**src/rtl/bus_packer.sv**
```systemverilog
// Compacts valid words from masked input beats into dense output words; full words emit one edge after staging.
// Backpressure holds data_out/word_cnt stable; a flush drains a zero-padded partial word, then pulses flush_done.
module bus_packer #(
  parameter  int BUS_SIZE  = 16,
  parameter  int WORD_SIZE = 4,
  localparam int WORD_NUM  = BUS_SIZE / WORD_SIZE
) (
  input  logic                clk,
  input  logic                reset,
  input  logic [BUS_SIZE-1:0] data_in,
  input  logic [WORD_NUM-1:0] control_in,
  input  logic                valid_in,
  output logic                ready_out,
  output logic [BUS_SIZE-1:0] data_out,
  output logic                valid_out,
  input  logic                ready_in,
  output logic [2:0]          word_cnt,
  input  logic                flush,
  output logic                flush_done
);

  localparam int         STG = 2 * WORD_NUM - 1;
  localparam logic [2:0] WN  = 3'(WORD_NUM);

  typedef enum logic {RUN, FLUSH} state_t;

  state_t                            state_q, state_d;
  logic [STG-1:0][WORD_SIZE-1:0]     stg_q, stg_d;
  logic [2:0]                        c_q, c_d;
  logic [BUS_SIZE-1:0]               data_q, data_d;
  logic                              valid_q, valid_d;
  logic [2:0]                        cnt_q, cnt_d;
  logic                              done_q, done_d;
  logic                              slot_free;
  logic                              accept;
  logic [2:0]                        pos;

  assign ready_out  = reset && (state_q == RUN) && (c_q < WN);
  assign accept     = valid_in && ready_out;
  assign slot_free  = !valid_q || ready_in;
  assign data_out   = data_q;
  assign valid_out  = valid_q;
  assign word_cnt   = cnt_q;
  assign flush_done = done_q;

  always_comb begin
    state_d = state_q;
    stg_d   = stg_q;
    data_d  = data_q;
    valid_d = valid_q;
    cnt_d   = cnt_q;
    done_d  = 1'b0;
    pos     = c_q;

    // Emit decisions look only at the count held at the start of the cycle.
    if (slot_free) begin
      valid_d = 1'b0;
      if (c_q >= WN) begin
        for (int i = 0; i < WORD_NUM; i++) data_d[i*WORD_SIZE +: WORD_SIZE] = stg_q[i];
        valid_d = 1'b1;
        cnt_d   = WN;
        for (int i = 0; i < STG - WORD_NUM; i++) stg_d[i] = stg_q[i+WORD_NUM];
        for (int i = STG - WORD_NUM; i < STG; i++) stg_d[i] = '0;
        pos = c_q - WN;
      end else if (state_q == FLUSH && c_q != 3'd0) begin
        for (int i = 0; i < WORD_NUM; i++)
          data_d[i*WORD_SIZE +: WORD_SIZE] = (3'(i) < c_q) ? stg_q[i] : '0;
        valid_d = 1'b1;
        cnt_d   = c_q;
        stg_d   = '0;
        pos     = 3'd0;
      end else if (state_q == FLUSH) begin
        done_d  = 1'b1;
        state_d = RUN;
      end
    end

    if (state_q == RUN && flush) state_d = FLUSH;

    // Appended words land behind whatever survived the shift above.
    if (accept) begin
      for (int i = 0; i < WORD_NUM; i++) begin
        if (control_in[i]) begin
          if (pos < 3'(STG)) stg_d[pos] = data_in[i*WORD_SIZE +: WORD_SIZE];
          pos = pos + 3'd1;
        end
      end
    end
    c_d = pos;
  end

  always_ff @(posedge clk or negedge reset) begin
    if (!reset) begin
      state_q <= RUN;
      stg_q   <= '0;
      c_q     <= '0;
      data_q  <= '0;
      valid_q <= 1'b0;
      cnt_q   <= '0;
      done_q  <= 1'b0;
    end else begin
      state_q <= state_d;
      stg_q   <= stg_d;
      c_q     <= c_d;
      data_q  <= data_d;
      valid_q <= valid_d;
      cnt_q   <= cnt_d;
      done_q  <= done_d;
    end
  end

endmodule
```
**config.mk**
```make
export PLATFORM = sky130hd
export DESIGN_NAME = bus_packer
export DESIGN_NICKNAME = d
export VERILOG_FILES = /design/src/rtl/bus_packer.sv
export SDC_FILE = /design/constraint.sdc
export NUM_CORES = 1
export LEC_CHECK = 0
export ABC_AREA = 1
export BUFFER_PORTS_ARGS = -buffer_cell sky130_fd_sc_hd__buf_4
export CAP_MARGIN = 25
export CORE_ASPECT_RATIO = 0.75
export CORE_MARGIN = 1.5
export CORE_UTILIZATION = 30
export CTS_BUF_LIST = sky130_fd_sc_hd__clkbuf_4 sky130_fd_sc_hd__clkbuf_8
export CTS_CLUSTER_DIAMETER = 150
export CTS_CLUSTER_SIZE = 25
export DETAILED_ROUTE_END_ITERATION = 6
export HOLD_SLACK_MARGIN = 0.02
export SKIP_CTS_REPAIR_TIMING = 1
export SKIP_LAST_GASP = 1
export SLEW_MARGIN = 20
export SYNTH_ARGS = -nofsm -noshare
export SYNTH_HDL_FRONTEND = slang
export SYNTH_SLANG_ARGS = --single-unit
```
**constraint.sdc**
```tcl
create_clock -name clk -period 4.11 [get_ports clk]
set_clock_uncertainty 0.1 [all_clocks]
set_input_delay 0 -clock clk [delete_from_list [all_inputs] [get_ports clk]]
set_output_delay 0 -clock clk [all_outputs]
set_load 0.1 [all_outputs]
```
==> results of run 1 <==
-- per-layer routing --
layer	vias to the layer above	GRT usage
li1	2378	-
met1	2196	0.300
met2	181	0.293
met3	14	0.0556
met4	0	0.0368
met5	-	0
-- worst reg2reg max path: stages (launching register included) --
cell     delay, ns
dfrtp_1       0.45
nand2_4       0.24
nand2_8       0.11
nand2_1       0.09
inv_1         0.07
ha_1          0.28
nand2_1       0.10
nand2_1       0.15
ha_1          0.30
or2_1         0.25
nand2_2       0.13
inv_1         0.08
ha_1          0.29
or2_2         0.30
nand2_1       0.17
nand2_1       0.14
nor2_2        0.22
nand2_1       0.08
nand3_1       0.09
nand2_1       0.06
-- kinds of logic after synthesis --
logic type                 share of synthesized area
buffers and inverters                         0.0790
AOI/OAI and AO/OA                             0.0727
DFF                                            0.303
adders and majority gates                     0.0115
and+or+nand+nor                                0.533
-- power by group --
group / total, mW / switching [mW] / internal (mW) / leakage, nW
Clock: 0.384 / 0.201 / 0.183 / 0.0543
Combinational: 1.80 / 1.33 / 0.470 / 2.08
Sequential: 0.786 / 0.115 / 0.671 / 0.719
-- layout make-up --
type / count / area share
multi-input cells: 583 / 0.530
flip-flops and latches: 53 / 0.260
repair buffers: 56 / 0.0884
inverters: 68 / 0.0508
well taps: 195 / 0.0479
clock buffers: 5 / 0.0135
clock inverters: 3 / 0.00909
-- sequential cells by signal, indices dropped and copies added, names as in the netlist --
| signal | flops |
|---|---|
| word_cnt | 3 |
| flush_done | 1 |
| c_q | 3 |
| data_out | 16 |
| valid_out | 1 |
| state_q | 1 |
| stg_q | 28 |
-- per-stage QoR --
stage / setup slack [ns] / hold WS [ns] / instance area [sq um] / total power, mW / utilization
detailed placement: 0.385 / 0.00620 / 4910 / 2.58 / 0.351
global placement: 0.469 / -0.000287 / 4910 / 2.58 / 0.351
floorplan: 0.181 / -0.396 / 4370 / 2.11 / -
finish: 0.303 / 0.000991 / 5090 / 2.97 / 0.364
global route: 0.0712 / 0.0355 / 5090 / 3.18 / 0.364
CTS: 0.361 / -0.360 / 5020 / 2.96 / 0.359
-- layout by cell type (no fill, tap or decap), drive strengths merged --
master       netlist  final
a21oi             26     26
buf               10     49
bufinv             0      1
clkbuf             8      5
clkinv             2      3
clkinvlp           0      1
dfrtp             53     53
dlygate4sd3        0      7
ha                 4      4
inv               66     66
nand2            338    338
nand3            109    109
nand4              4      4
nor2              61     61
o211ai             3      3
o21ai             30     30
o31ai              2      2
or2                6      6
-- worst paths after layout --
kind / endpoint / slack (ns) / start
max: stg_q[0] / 0.30 / valid_out
max reg2reg: stg_q[0] / 0.30 / valid_out
max in group asynchronous: stg_q[18] / 3.28 / reset
min in group asynchronous: c_q[1] / 0.15 / reset
min: c_q[2] / 0.001 / ready_in
min reg2reg: data_out[12] / 0.38 / data_out[12]
==> out/metrics.cfg, run 1 <==
[clock_tree]
path_clk_slew_ns = 0.11
htreeDepth = 2
root_buffer = clkbuf_8
cts_made_buffers = 5
cts_tree = built
numClockSinks = 53
cts_buffer_depth = 2
clk-insertion-delay-late_ns = 0.33

[synth]
ys_types = 30
yosys_warnings = 0
async_reset_ff_frac = 1.00
synth.largest_area_cell = dfrtp_1
syn_nets = 751
synth_area_per_cell_sq_um = 6.05
synth_area_leaders = dfrtp_1 30%, nand2_1 27%, nand3_1 12%, inv_1 4.6%, nor2_1 4.0%
synth_edf_count = 0
synth-main-ff-cell = dfrtp_1
synth_top_area_share = 0.303
ys_seq_area_frac = 0.303
syn_area_sq_um = 4370
synth_commonest_cells = 313 x nand2_1, 101 x nand3_1, 53 x dfrtp_1, 53 x inv_1, 46 x nor2_1
synth-seq-cells = 53
syn_inst = 722
synth.most_common_cell = nand2_1

[place]
gp_congestion = 1.04
dpl.hpwl_mm = 11.8
dp.cells = 948
numPortBuffers = 46

[detailed_routing]
drtIter0Drc = 421
drt-total-wl_mm = 15.0
drc_errors = 0
ant_nets = 0
vias = 4769
top_layer_used = met4
wl_met2_mm = 6.13
vias_per_cell = 4.95
wl_per_cell_microns = 15.6
met3WireLength_mm = 1.42
drt-pass1-iter-count = 5
routedLengthMet1_mm = 7.31

[min_path]
hp-class = input pin to flop
whs_path_depth = 4

[worst_setup_path]
worst-endpoint-arrival_ns = 3.92
cp_data_required_time_ns = 4.23
crit_slowest_cell = dfrtp_1
worstPathCellList = nand2_4 > nand2_8 > nand2_1 > inv_1 > ha_1 > nand2_1 > nand2_1 > ha_1 > or2_1 > nand2_2 > inv_1 > ha_1 > or2_2 > nand2_1 > nand2_1 > nor2_2 > nand2_1 > nand3_1 > nand2_1
r2r.worst_path.cells = 19
crit_family = simple AND/OR/NAND/NOR gates
critical_path_depth = 19
max_stage_delay_ns = 0.45
worstSetupPathType = flop to flop
startpoint_type = flop
path_buf_inv = 2
end_kind = flop
critPathMostFrequentCell = nand2_1
cp_max_fo = 16

[power]
vdd_ir_drop_max_mv = 0.173
p_leak_nw = 2.85
power_density_nw_per_um2 = 584

[global_routing]
antenna_found_initial = 0
grt_pass1_vias = 4357
grt_overflow_total = 0
grt_max_degree = 55
grt_pass1_wl_mm = 23.6
grt_use_total = 0.202

[finish]
nets = 796
area_growth_pct = 16.5
seq_area_sq_um = 1330
multiInputGateArea_sq_um = 2700
fill_cells = 1584
diodes = 0
layout-drive-gt1-share = 0.161
final_cells = 963

[timing]
rsz0062_at_grt = false
setup_viol = 0
tns_ns = 0
fmax_mhz = 263
min_period_ns = 3.81
worstMarginPinSlew_ns = 0.707
hold_violations = 0
relSlewSlack = 0.527
maxSlewViolCount = 0
min_period_over_period = 0.926

[floorplanning]
coreArea_sq_um = 14000
num_rows = 37
die_area_sq_um = 15300
io_pins = 47
fp.dieH_microns = 108
die_w_microns = 142
initial_core_util = 0.313

[flow_run]
cap_violations = 0

[status]
outcome = finished, final reports clean

Note: power is estimated with default switching activity, not from simulation.
==> run 2, diff against run 1 <==
CORE_UTILIZATION = 58   (was 30)
PLACE_DENSITY = 0.79   (was default)
SETUP_SLACK_MARGIN = 0.15   (was default)
==> run 2 against run 1 <==
Effect of this change:
- sequential power is essentially flat
- largest cell class unchanged
- first-iteration DRC count grew 15%
- critical endpoint is now stg_q[12]
- via count grew 4.7%
- utilization increased by 31 points
- largest power group unchanged
- final area down 2.8%
- combinational power about the same
==> out/metrics.cfg, run 2 (same netlist as run 1, synthesis figures left out) <==
[floorplanning]
io_pins = 47  ; unchanged
initial_core_util = 0.596  ; was 0.313
fp.dieH_microns = 78.2  ; was 108 microns
die_area_sq_um = 8070  ; was 15300 sq um
coreArea_sq_um = 7330  ; was 14000 sq um
die_w_microns = 103  ; was 142 microns
num_rows = 27  ; was 37

[clock_tree]
root_buffer = clkbuf_8  ; unchanged
cts_buffer_depth = 2  ; unchanged
cts_made_buffers = 5  ; unchanged
numClockSinks = 53  ; unchanged
path_clk_slew_ns = 0.10  ; was 0.11 ns
clk-insertion-delay-late_ns = 0.33  ; about the same
htreeDepth = 2  ; unchanged
cts_tree = built  ; unchanged

[worst_setup_path]
reg2reg_from = valid_out  ; unchanged
cp-startpoint = valid_out  ; unchanged
cp_data_required_time_ns = 4.22  ; was 4.23 ns
reg2reg_slack_ns = 0.40  ; was 0.30 ns
r2r.worst_path.cells = 22  ; was 19
crit_end = stg_q[12]  ; was stg_q[0]
worst-endpoint-arrival_ns = 3.82  ; was 3.92 ns
worstSetupPathType = flop to flop  ; unchanged
startpoint_type = flop  ; unchanged
end_kind = flop  ; unchanged
r2r-end = stg_q[12]  ; was stg_q[0]
cp_max_fo = 16  ; unchanged

[status]
outcome = finished, final reports clean  ; unchanged

[timing]
min_period_ns = 3.71  ; was 3.81 ns
worstMarginPinSlew_ns = 0.675  ; was 0.707 ns
min_period_over_period = 0.904  ; was 0.926
tns_ns = 0  ; unchanged
fmax_mhz = 269  ; was 263 MHz
relSlewSlack = 0.550  ; was 0.527
maxSlewViolCount = 0  ; unchanged
setup_viol = 0  ; unchanged
rsz0062_at_grt = false  ; unchanged
hold_violations = 0  ; unchanged

[detailed_routing]
wl_per_cell_microns = 16.4  ; was 15.6 microns
drt-pass1-iter-count = 6  ; was 5
vias_per_cell = 5.74  ; was 4.95
drtIter0Drc = 486  ; was 421
drc_errors = 0  ; unchanged
ant_nets = 0  ; unchanged
drt-total-wl_mm = 14.2  ; was 15.0 mm
vias = 4992  ; was 4769

[finish]
regMostFlops = stg_q  ; unchanged
final_cells = 869  ; was 963
final_common_cell = nand2_1  ; unchanged
design_area_sq_um = 4950  ; was 5090 sq um
largest_register_ffs = 28  ; unchanged
area_growth_pct = 13.3  ; was 16.5%
nets = 796  ; unchanged
layout-drive-gt1-share = 0.165  ; was 0.161
fin_util = 0.675  ; was 0.364
layout_common_cells = 312 x nand2_1, 101 x nand3_1, 53 x inv_1  ; was 313 x nand2_1, 101 x nand3_1, 53 x inv_1, 53 x dfrtp_1, 48 x buf_4
diodes = 0  ; unchanged

[place]
dp.cells = 855  ; was 948
gp_congestion = 1.08  ; was 1.04
numPortBuffers = 46  ; unchanged
dpl_cell_area_sq_um = 4790  ; was 4910 sq um
dpl.hpwl_mm = 11.0  ; was 11.8 mm

[global_routing]
grt_pass1_vias = 4460  ; was 4357
grt_pass1_wl_mm = 21.9  ; was 23.6 mm
antenna_found_initial = 0  ; unchanged
grt_max_degree = 55  ; unchanged
grt_use_total = 0.362  ; was 0.202
grt_overflow_total = 0  ; unchanged

[power]
vdd_ir_drop_max_mv = 0.552  ; was 0.173 mV
power_density_nw_per_um2 = 589  ; was 584 nW/um^2
total_power_mw = 2.92  ; was 2.97 mW
p_leak_nw = 2.82  ; was 2.85 nW

[flow_run]
cap_violations = 0  ; unchanged

[min_path]
hp-class = input pin to flop  ; unchanged

run 2: metal layers:
metal	vias up	part of all wire	wire length, microns	track usage
li1	2378	-	-	-
met1	2319	0.41	5840	0.498
met2	263	0.45	6370	0.561
met3	32	0.11	1560	0.0846
met4	0	0.033	469	0.120
met5	-	0	0	0
run 2: area by class of cell:
class	count	area, sq um
Clock buffer	5	68.8
Tap cell	101	126
Multi-Input combinational cell	583	2710
Clock inverter	3	22.5
Inverter	68	259
Fill cell	696	2380
Timing Repair Buffer	56	435
Sequential cell	53	1330
run 2: worst max-delay path: stages, from the launching register on:
cell	delay, ns
dfrtp_2	0.48
nand2_8	0.18
nand2_8	0.10
nand2_1	0.09
inv_1	0.06
ha_1	0.28
nand2_1	0.10
nand2_1	0.14
ha_1	0.30
or2_1	0.25
nand2_2	0.12
inv_1	0.08
ha_1	0.18
nand2_1	0.11
inv_1	0.05
nand3_1	0.09
nand2_2	0.14
nand2_2	0.15
inv_2	0.05
nand2_1	0.19
nand3_1	0.19
nand3_1	0.11
nand2_1	0.07
run 2: worst min-delay path by stage:
| stage | start | to | slack, ns | cells past startpoint |
|---|---|---|---|---|
| floorplan | reset | c_q[0] | -0.40 | 0 |
| global placement | reset | word_cnt[2] | -0.03 | 1 |
| CTS | reset | word_cnt[2] | -0.37 | 1 |
| detailed placement | reset | word_cnt[2] | -0.02 | 1 |
| global route | data_in[10] | stg_q[18] | 0.03 | 5 |
| finish | data_in[10] | stg_q[18] | 0.02 | 5 |
run 2: stage by stage:
stage	setup slack, ns	hold slack (ns)
floorplan	0.181	-0.396
global placement	0.481	-0.0307
detailed placement	0.335	-0.0228
CTS	0.322	-0.374
global route	0.187	0.0255
finish	0.395	0.0159
run 2: power by group:
| part | internal (mW) | switching, mW | leakage (nW) |
|---|---|---|---|
| clock | 0.120 | 0.188 | 0.0364 |
| combinational | 0.467 | 1.36 | 2.07 |
| sequential | 0.672 | 0.111 | 0.717 |
| total | 1.26 | 1.66 | 2.82 |
